==> src/rtl/hpm_counter_bank_pkg.sv <==
// Shared types for the performance-monitor counter bank: the flattened trace event
// vector, the selector config record and index-width helpers.
package hpm_types;

  // Packed struct: the last field is event bit 0, the first field is the MSB.
  typedef struct packed {
    logic store_op;
    logic load_op;
    logic branch_or_jump_op;
    logic alu_op;
    logic div_op;
    logic mul_op;
    logic no_instruction_stall;
    logic no_id_stall;
    logic operand_stall;
    logic unit_stall;
    logic other_stall;
    logic instruction_issued;
  } cva5_trace_events_t;

  localparam int HPM_NUM_TRACE_EVENTS = $bits(cva5_trace_events_t);
  localparam int HPM_ESEL_W           = $clog2(HPM_NUM_TRACE_EVENTS + 1);
  localparam int HPM_DATA_W           = 32;

  typedef struct packed {
    logic [HPM_ESEL_W-1:0] sel;
  } hpm_cfg_t;

  function automatic int hpm_idx_w(input int n);
    return (n > 1) ? $clog2(n) : 1;
  endfunction

endpackage

==> src/rtl/hpm_counter_bank_if.sv <==
// CSR-side access port of the counter bank: selector config, half-word write and
// registered half-word read.
interface hpm_counter_bank_if #(
  parameter int CIDX_W = 2,
  parameter int ESEL_W = 4
);
  logic              cfg_we;
  logic [CIDX_W-1:0] cfg_idx;
  logic [ESEL_W-1:0] cfg_sel;
  logic              wr_en;
  logic [CIDX_W-1:0] wr_idx;
  logic              wr_hi;
  logic [31:0]       wr_data;
  logic [CIDX_W-1:0] rd_idx;
  logic              rd_hi;
  logic [31:0]       rd_data;

  modport master (
    output cfg_we, cfg_idx, cfg_sel, wr_en, wr_idx, wr_hi, wr_data, rd_idx, rd_hi,
    input  rd_data
  );

  modport slave (
    input  cfg_we, cfg_idx, cfg_sel, wr_en, wr_idx, wr_hi, wr_data, rd_idx, rd_hi,
    output rd_data
  );
endinterface

==> src/rtl/hpm_counter_bank_counter.sv <==
// One counter slice: event selector, increment, half-word write, wrap and sticky overflow.
module hpm_counter
  import hpm_types::*;
#(
  parameter int COUNTER_WIDTH = 64,
  parameter int NUM_EVENTS    = HPM_NUM_TRACE_EVENTS
) (
  input  logic                               clk,
  input  logic                               rst,
  input  logic [NUM_EVENTS-1:0]              events,
  input  logic                               freeze,
  input  logic                               inhibit,
  input  logic                               cfg_we,
  input  logic [$clog2(NUM_EVENTS+1)-1:0]    cfg_sel,
  input  logic                               wr_en,
  input  logic                               wr_hi,
  input  logic [31:0]                        wr_data,
  input  logic                               ovf_clr,
  output logic [COUNTER_WIDTH-1:0]           cnt,
  output logic                               ovf
);
  localparam int ESEL_W   = $clog2(NUM_EVENTS + 1);
  localparam int EV_PAD_W = 2 ** ESEL_W;

  logic [COUNTER_WIDTH-1:0] r_cnt;
  logic [COUNTER_WIDTH-1:0] w_cnt_next;
  logic [ESEL_W-1:0]        r_sel;
  logic                     r_ovf;
  logic [EV_PAD_W-1:0]      w_ev_pad;
  logic                     w_hit;
  logic                     w_inc;
  logic                     w_wrap;

  // Bit 0 stands for "off"; selectors past the last event land on zero padding.
  assign w_ev_pad = EV_PAD_W'({events, 1'b0});

  always_comb begin
    w_hit      = w_ev_pad[r_sel];
    w_inc      = w_hit & ~inhibit & ~freeze & ~wr_en;
    w_wrap     = w_inc & (&r_cnt);
    w_cnt_next = r_cnt;
    if (wr_en) begin
      if (wr_hi) begin
        w_cnt_next = COUNTER_WIDTH'({wr_data, r_cnt[31:0]});
      end else begin
        w_cnt_next = {r_cnt[COUNTER_WIDTH-1:32], wr_data};
      end
    end else if (w_inc) begin
      w_cnt_next = r_cnt + COUNTER_WIDTH'(1);
    end
  end

  always_ff @(posedge clk) begin
    if (rst) begin
      r_cnt <= '0;
      r_sel <= '0;
      r_ovf <= 1'b0;
    end else begin
      r_cnt <= w_cnt_next;
      r_ovf <= w_wrap | (r_ovf & ~ovf_clr);
      if (cfg_we) begin
        r_sel <= cfg_sel;
      end
    end
  end

  assign cnt = r_cnt;
  assign ovf = r_ovf;
endmodule

==> src/rtl/hpm_counter_bank.sv <==
// Bank of performance counters; per-slice logic lives in hpm_counter, this level
// decodes CSR indices and owns the registered read port and interrupt.
module hpm_counter_bank
  import hpm_types::*;
#(
  parameter int NUM_COUNTERS  = 4,
  parameter int COUNTER_WIDTH = 64,
  parameter int NUM_EVENTS    = HPM_NUM_TRACE_EVENTS
) (
  input  logic                    clk,
  input  logic                    rst,
  input  logic [NUM_EVENTS-1:0]   events,
  input  logic                    freeze,
  input  logic [NUM_COUNTERS-1:0] inhibit,
  input  logic [NUM_COUNTERS-1:0] ovf_clr,
  output logic [NUM_COUNTERS-1:0] ovf,
  output logic                    ovf_irq,
  hpm_counter_bank_if.slave       csr
);
  localparam int CIDX_W = hpm_idx_w(NUM_COUNTERS);

  logic [COUNTER_WIDTH-1:0] w_cnt [NUM_COUNTERS];
  logic [31:0]              w_rd_word;
  logic [31:0]              r_rd_data;
  logic                     r_ovf_irq;

  generate
    for (genvar gi = 0; gi < NUM_COUNTERS; gi++) begin : g_ctr
      hpm_counter #(
        .COUNTER_WIDTH(COUNTER_WIDTH),
        .NUM_EVENTS   (NUM_EVENTS)
      ) u_ctr (
        .clk    (clk),
        .rst    (rst),
        .events (events),
        .freeze (freeze),
        .inhibit(inhibit[gi]),
        .cfg_we (csr.cfg_we && (csr.cfg_idx == CIDX_W'(gi))),
        .cfg_sel(csr.cfg_sel),
        .wr_en  (csr.wr_en && (csr.wr_idx == CIDX_W'(gi))),
        .wr_hi  (csr.wr_hi),
        .wr_data(csr.wr_data),
        .ovf_clr(ovf_clr[gi]),
        .cnt    (w_cnt[gi]),
        .ovf    (ovf[gi])
      );
    end
  endgenerate

  // Indices with no matching counter fall through to the zero default.
  always_comb begin
    w_rd_word = '0;
    for (int i = 0; i < NUM_COUNTERS; i++) begin
      if (csr.rd_idx == CIDX_W'(i)) begin
        w_rd_word = csr.rd_hi ? 32'(w_cnt[i][COUNTER_WIDTH-1:32]) : w_cnt[i][31:0];
      end
    end
  end

  always_ff @(posedge clk) begin
    if (rst) begin
      r_rd_data <= '0;
      r_ovf_irq <= 1'b0;
    end else begin
      r_rd_data <= w_rd_word;
      r_ovf_irq <= |ovf;
    end
  end

  assign csr.rd_data = r_rd_data;
  assign ovf_irq     = r_ovf_irq;
endmodule

==> src/flat_wrapper.sv <==
// flat-port wrapper written by rule: the top's interface ports become plain ports
module hpm_counter_bank_flat import hpm_types::*;
#(
  parameter int NUM_COUNTERS  = 4,
  parameter int COUNTER_WIDTH = 64,
  parameter int NUM_EVENTS    = HPM_NUM_TRACE_EVENTS
)
  (clk, rst, events, freeze, inhibit, ovf_clr, ovf, ovf_irq, csr_cfg_we, csr_cfg_idx, csr_cfg_sel, csr_wr_en, csr_wr_idx, csr_wr_hi, csr_wr_data, csr_rd_idx, csr_rd_hi, csr_rd_data);
  hpm_counter_bank_if #(.CIDX_W(2), .ESEL_W(4)) csr_i ();
  input  logic clk;
  input  logic rst;
  input  logic [NUM_EVENTS-1:0] events;
  input  logic freeze;
  input  logic [NUM_COUNTERS-1:0] inhibit;
  input  logic [NUM_COUNTERS-1:0] ovf_clr;
  output logic [NUM_COUNTERS-1:0] ovf;
  output logic ovf_irq;
  input wire logic [$bits(csr_i.cfg_we)-1:0] csr_cfg_we;
  input wire logic [$bits(csr_i.cfg_idx)-1:0] csr_cfg_idx;
  input wire logic [$bits(csr_i.cfg_sel)-1:0] csr_cfg_sel;
  input wire logic [$bits(csr_i.wr_en)-1:0] csr_wr_en;
  input wire logic [$bits(csr_i.wr_idx)-1:0] csr_wr_idx;
  input wire logic [$bits(csr_i.wr_hi)-1:0] csr_wr_hi;
  input wire logic [$bits(csr_i.wr_data)-1:0] csr_wr_data;
  input wire logic [$bits(csr_i.rd_idx)-1:0] csr_rd_idx;
  input wire logic [$bits(csr_i.rd_hi)-1:0] csr_rd_hi;
  output wire logic [$bits(csr_i.rd_data)-1:0] csr_rd_data;
  assign csr_i.cfg_we = csr_cfg_we;
  assign csr_i.cfg_idx = csr_cfg_idx;
  assign csr_i.cfg_sel = csr_cfg_sel;
  assign csr_i.wr_en = csr_wr_en;
  assign csr_i.wr_idx = csr_wr_idx;
  assign csr_i.wr_hi = csr_wr_hi;
  assign csr_i.wr_data = csr_wr_data;
  assign csr_i.rd_idx = csr_rd_idx;
  assign csr_i.rd_hi = csr_rd_hi;
  assign csr_rd_data = csr_i.rd_data;
  hpm_counter_bank #(.NUM_COUNTERS(NUM_COUNTERS), .COUNTER_WIDTH(COUNTER_WIDTH), .NUM_EVENTS(NUM_EVENTS)) u_core (.clk(clk), .rst(rst), .events(events), .freeze(freeze), .inhibit(inhibit), .ovf_clr(ovf_clr), .ovf(ovf), .ovf_irq(ovf_irq), .csr(csr_i));
endmodule
==> config.mk <==
export PLATFORM = sky130hd
export DESIGN_NAME = hpm_counter_bank_flat
export DESIGN_NICKNAME = d
export VERILOG_FILES = /design/src/rtl/hpm_counter_bank_pkg.sv /design/src/rtl/hpm_counter_bank_if.sv /design/src/rtl/hpm_counter_bank_counter.sv /design/src/rtl/hpm_counter_bank.sv /design/src/flat_wrapper.sv
export SDC_FILE = /design/constraint.sdc
export NUM_CORES = 1
export LEC_CHECK = 0
export BUFFER_PORTS_ARGS = -buffer_cell sky130_fd_sc_hd__clkbuf_2
export CAP_MARGIN = 10
export CORE_MARGIN = 2
export CORE_UTILIZATION = 40
export DETAILED_ROUTE_END_ITERATION = 8
export GPL_ROUTABILITY_DRIVEN = 1
export SYNTH_ARGS = -nofsm -noshare
export SYNTH_HDL_FRONTEND = slang
export SYNTH_HIERARCHICAL = 1
export SYNTH_SLANG_ARGS = --single-unit
==> constraint.sdc <==
create_clock -name clk -period 3.3 [get_ports clk]
set_input_delay 0.165 -clock clk [delete_from_list [all_inputs] [get_ports clk]]
set_output_delay 0.165 -clock clk [all_outputs]
set_load 0.05 [all_outputs]
==> results_dict.tcl <==
set metrics [dict create \
    synth-edff-count 0 \
    critPathCaptureType "flip-flop" \
    clkTransAtPathRegs_ns 0.06 \
    maxCapViolCount 0 \
    syn-cell-area_sq_um 20910 \
    drc 0 \
    setup_viol 0 \
    dieArea_sq_um 54130 \
    grt_usage_pct 35.43 \
    first_iter_violations 3971 \
    synthCells 2663 \
    period_share_pct 88.41 \
    final_core_util_pct 45.88 \
    rows 83 \
    whs_path_depth 2 \
    grt_setup_unrepaired "no" \
    crit_path_cell_trace "ha_1 -> nand3_1 -> nor2_1 -> nand4_1 -> nor2_2 -> nand3_1 -> or4_1 -> a21oi_1" \
    synth_async_sr_flop_share_pct 0 \
    ys_types 94 \
    diodes 0 \
    die_h_um 232.7 \
    hold_viol 0 \
    ys.warnings.count 6 \
    syn_to_final_growth_pct 13.00 \
    dpl_cell_area_sq_um 22170 \
    post-cts-setup-buffer-count 0 \
    cts_sinks 309 \
    worstPathArrival_ns 3.42 \
    netlist_top_cells_area "dfxtp_1 (30%), a21oi_1 (5.0%), nand2_1 (5.0%)" \
    crit_path_start_kind "flip-flop" \
    routed_via_density 6.889 \
    timing.critical_path.mode_cell "nand3_1" \
    slew_viol_final 0 \
    wl_mm 98.47 \
    grt_max_degree 91 \
    mostFrequentLayoutCells "dfxtp_1 (309), nand2_1 (277), nor2_1 (220)" \
    synth-seq-cells 309 \
    worst-setup-path-type "reg -> reg" \
    skew_ns 0.01995 \
    drive_gt1_share_pct 14.44 \
    numCtsBuffers 39 \
    n_fill_cell 5198 \
    place_congestion 0.9959 \
    cts.htree.levels 2 \
    avgSynthCellArea_sq_um 7.853 \
    hold_class "in -> reg" \
    cts-root-buf "clkbuf_16" \
    yosysSeqAreaShare_pct 29.58 \
    hpwl_mm 68.04 \
    cp_slowest_cell "or4_1" \
    cts_tree "yes" \
    cts_buffer_depth 3 \
    finalPower_uw 10130 \
    tightest_slew_ns 1.050 \
    drt_first_pass_iters 7 \
    port_buffers 105 \
    num_io_pins 106 \
    grt_pass1_vias 20967 \
    ir_drop_mv 0.2985 \
    leakage_uw 0.007920 \
    start_util_pct 40.60 \
    outcome "finished, final reports clean" \
    num_vias 23575 \
    antenna_found_initial 3 \
    netlist.top_cell.by_area "dfxtp_1" \
    overflow 0 \
    min_period_ns 2.918 \
    powerDensity_nw_per_um2 428.6 \
    fmax_mhz 342.8 \
    cp.required_ns 3.80 \
    layout_commonest_cell "dfxtp_1" \
    post_cts_resized 0 \
    maxSlewHeadroom_pct 29.74 \
    avgRoutedWirePerCell_um 28.78 \
    clock_insertion_delay_worst_skew_ns 0.58 \
    cp_max_fo 9 \
    synth.top_cell.area_share_pct 29.58 \
    synthFlopType "dfxtp_1" \
    setup_tns_ns 0 \
    grt_first_pass_wirelength_mm 142.7 \
    die_x_um 232.7 \
    synth_nets 2736 \
    fin_area_sq_um 23630 \
    ant_nets 0 \
    reg2regPathDepth 8 \
    fin_nets 2786 \
    core_sq_um 51510 \
    slowest_delay_ns 0.51 \
]
## layout make-up
class	count	area, sq um	share of cell area, %
Clock buffer	53	1161	4.913
Timing Repair Buffer	205	1375	5.819
Tap cell	680	850.8	3.600
Multi-Input combinational cell	2115	13680	57.89
Sequential cell	309	6186	26.18
Clock inverter	17	217.7	0.9213
Inverter	43	161.4	0.6830
## worst max-delay path, delay by kind of cell, from the launching register on
family                   cells  cell delay [ns]
AO/OA/AOI/OAI                1             0.15
AND/OR/NAND/NOR              6             2.01
adder cells (fa/ha/maj)      1             0.26
flip-flops                   1             0.42
## layer usage
layer,share of wire (%),wire length (um),global-route usage [%],up-vias
met5,0,0,0,-
met4,6.3,6189,19.65,0
met3,13,12610,8.922,279
met2,41,39990,49.72,1724
met1,40,39670,49.08,11251
li1,-,-,-,10321
## where the power goes
part / switching, uW / internal, uW
logic: 915 / 413
registers: 221 / 3860
clock network: 1870 / 2850
total: 3000 / 7130
## path summary, 6_finish.rpt
| check | from | end | slack (ns) |
|---|---|---|---|
| hold reg to reg | u_core/g_ctr[2].u_ctr/cnt[59] | u_core/g_ctr[2].u_ctr/cnt[59] | 0.51 |
| setup / recovery | u_core/g_ctr[1].u_ctr/cnt[0] | u_core/g_ctr[1].u_ctr/ovf | 0.38 |
| hold / removal | rst | u_core/g_ctr[2].u_ctr/ovf | 0.05 |
| setup reg to reg | u_core/g_ctr[1].u_ctr/cnt[0] | u_core/g_ctr[1].u_ctr/ovf | 0.38 |
## synthesized netlist by cell type, drive strengths merged (19+ instances only)
master / n
a211oi: 67
a21o: 22
a21oi: 211
a221oi: 31
a22oi: 69
a311oi: 19
a31oi: 56
and3: 73
and4: 29
buf: 88
clkbuf: 108
dfxtp: 309
inv: 40
mux2: 92
mux2i: 90
nand2: 277
nand3: 110
nand4: 107
nor2: 234
nor2b: 38
nor3: 94
nor4: 30
o21a: 24
o21ai: 110
o221ai: 20
o22ai: 58
or3: 20
## metrics by stage
step / setup slack [ns] / instances / hold WS, ns
after floorplan: 0.8354 / 2663 / 0.2796
after global placement: 0.5018 / 3344 / 0.4280
after detailed placement: 0.5084 / 3344 / 0.4358
after CTS: 0.4930 / 3422 / 0.01393
after global routing: 0.1583 / 3422 / 0.04824
final: 0.3824 / 3422 / 0.04883
## registers in the layout, summed over array words and instances, names as in the netlist
register / flops
u_core/csr.rd_data: 32
u_core/g_ctr.u_ctr/cnt: 256
u_core/g_ctr.u_ctr/ovf: 4
u_core/g_ctr.u_ctr/r_sel: 16
u_core/ovf_irq: 1
## repair_timing
action,in CTS,in global routing
setup endpoints to repair,0,0
endpoints found under the hold margin,20,0
hold buffers,8,0
## kinds of logic after synthesis
| kind of cell | Yosys count | share of synthesized area (%) |
|---|---|---|
| fa+ha+maj | 4 | 0.2393 |
| flops | 309 | 29.58 |
| mux | 190 | 10.12 |
| xor+xnor | 5 | 0.2094 |
| buf+inv | 239 | 5.229 |
| simple gates | 1093 | 27.50 |
| compound gates | 823 | 27.12 |
Power figures use the tool's default switching activity.
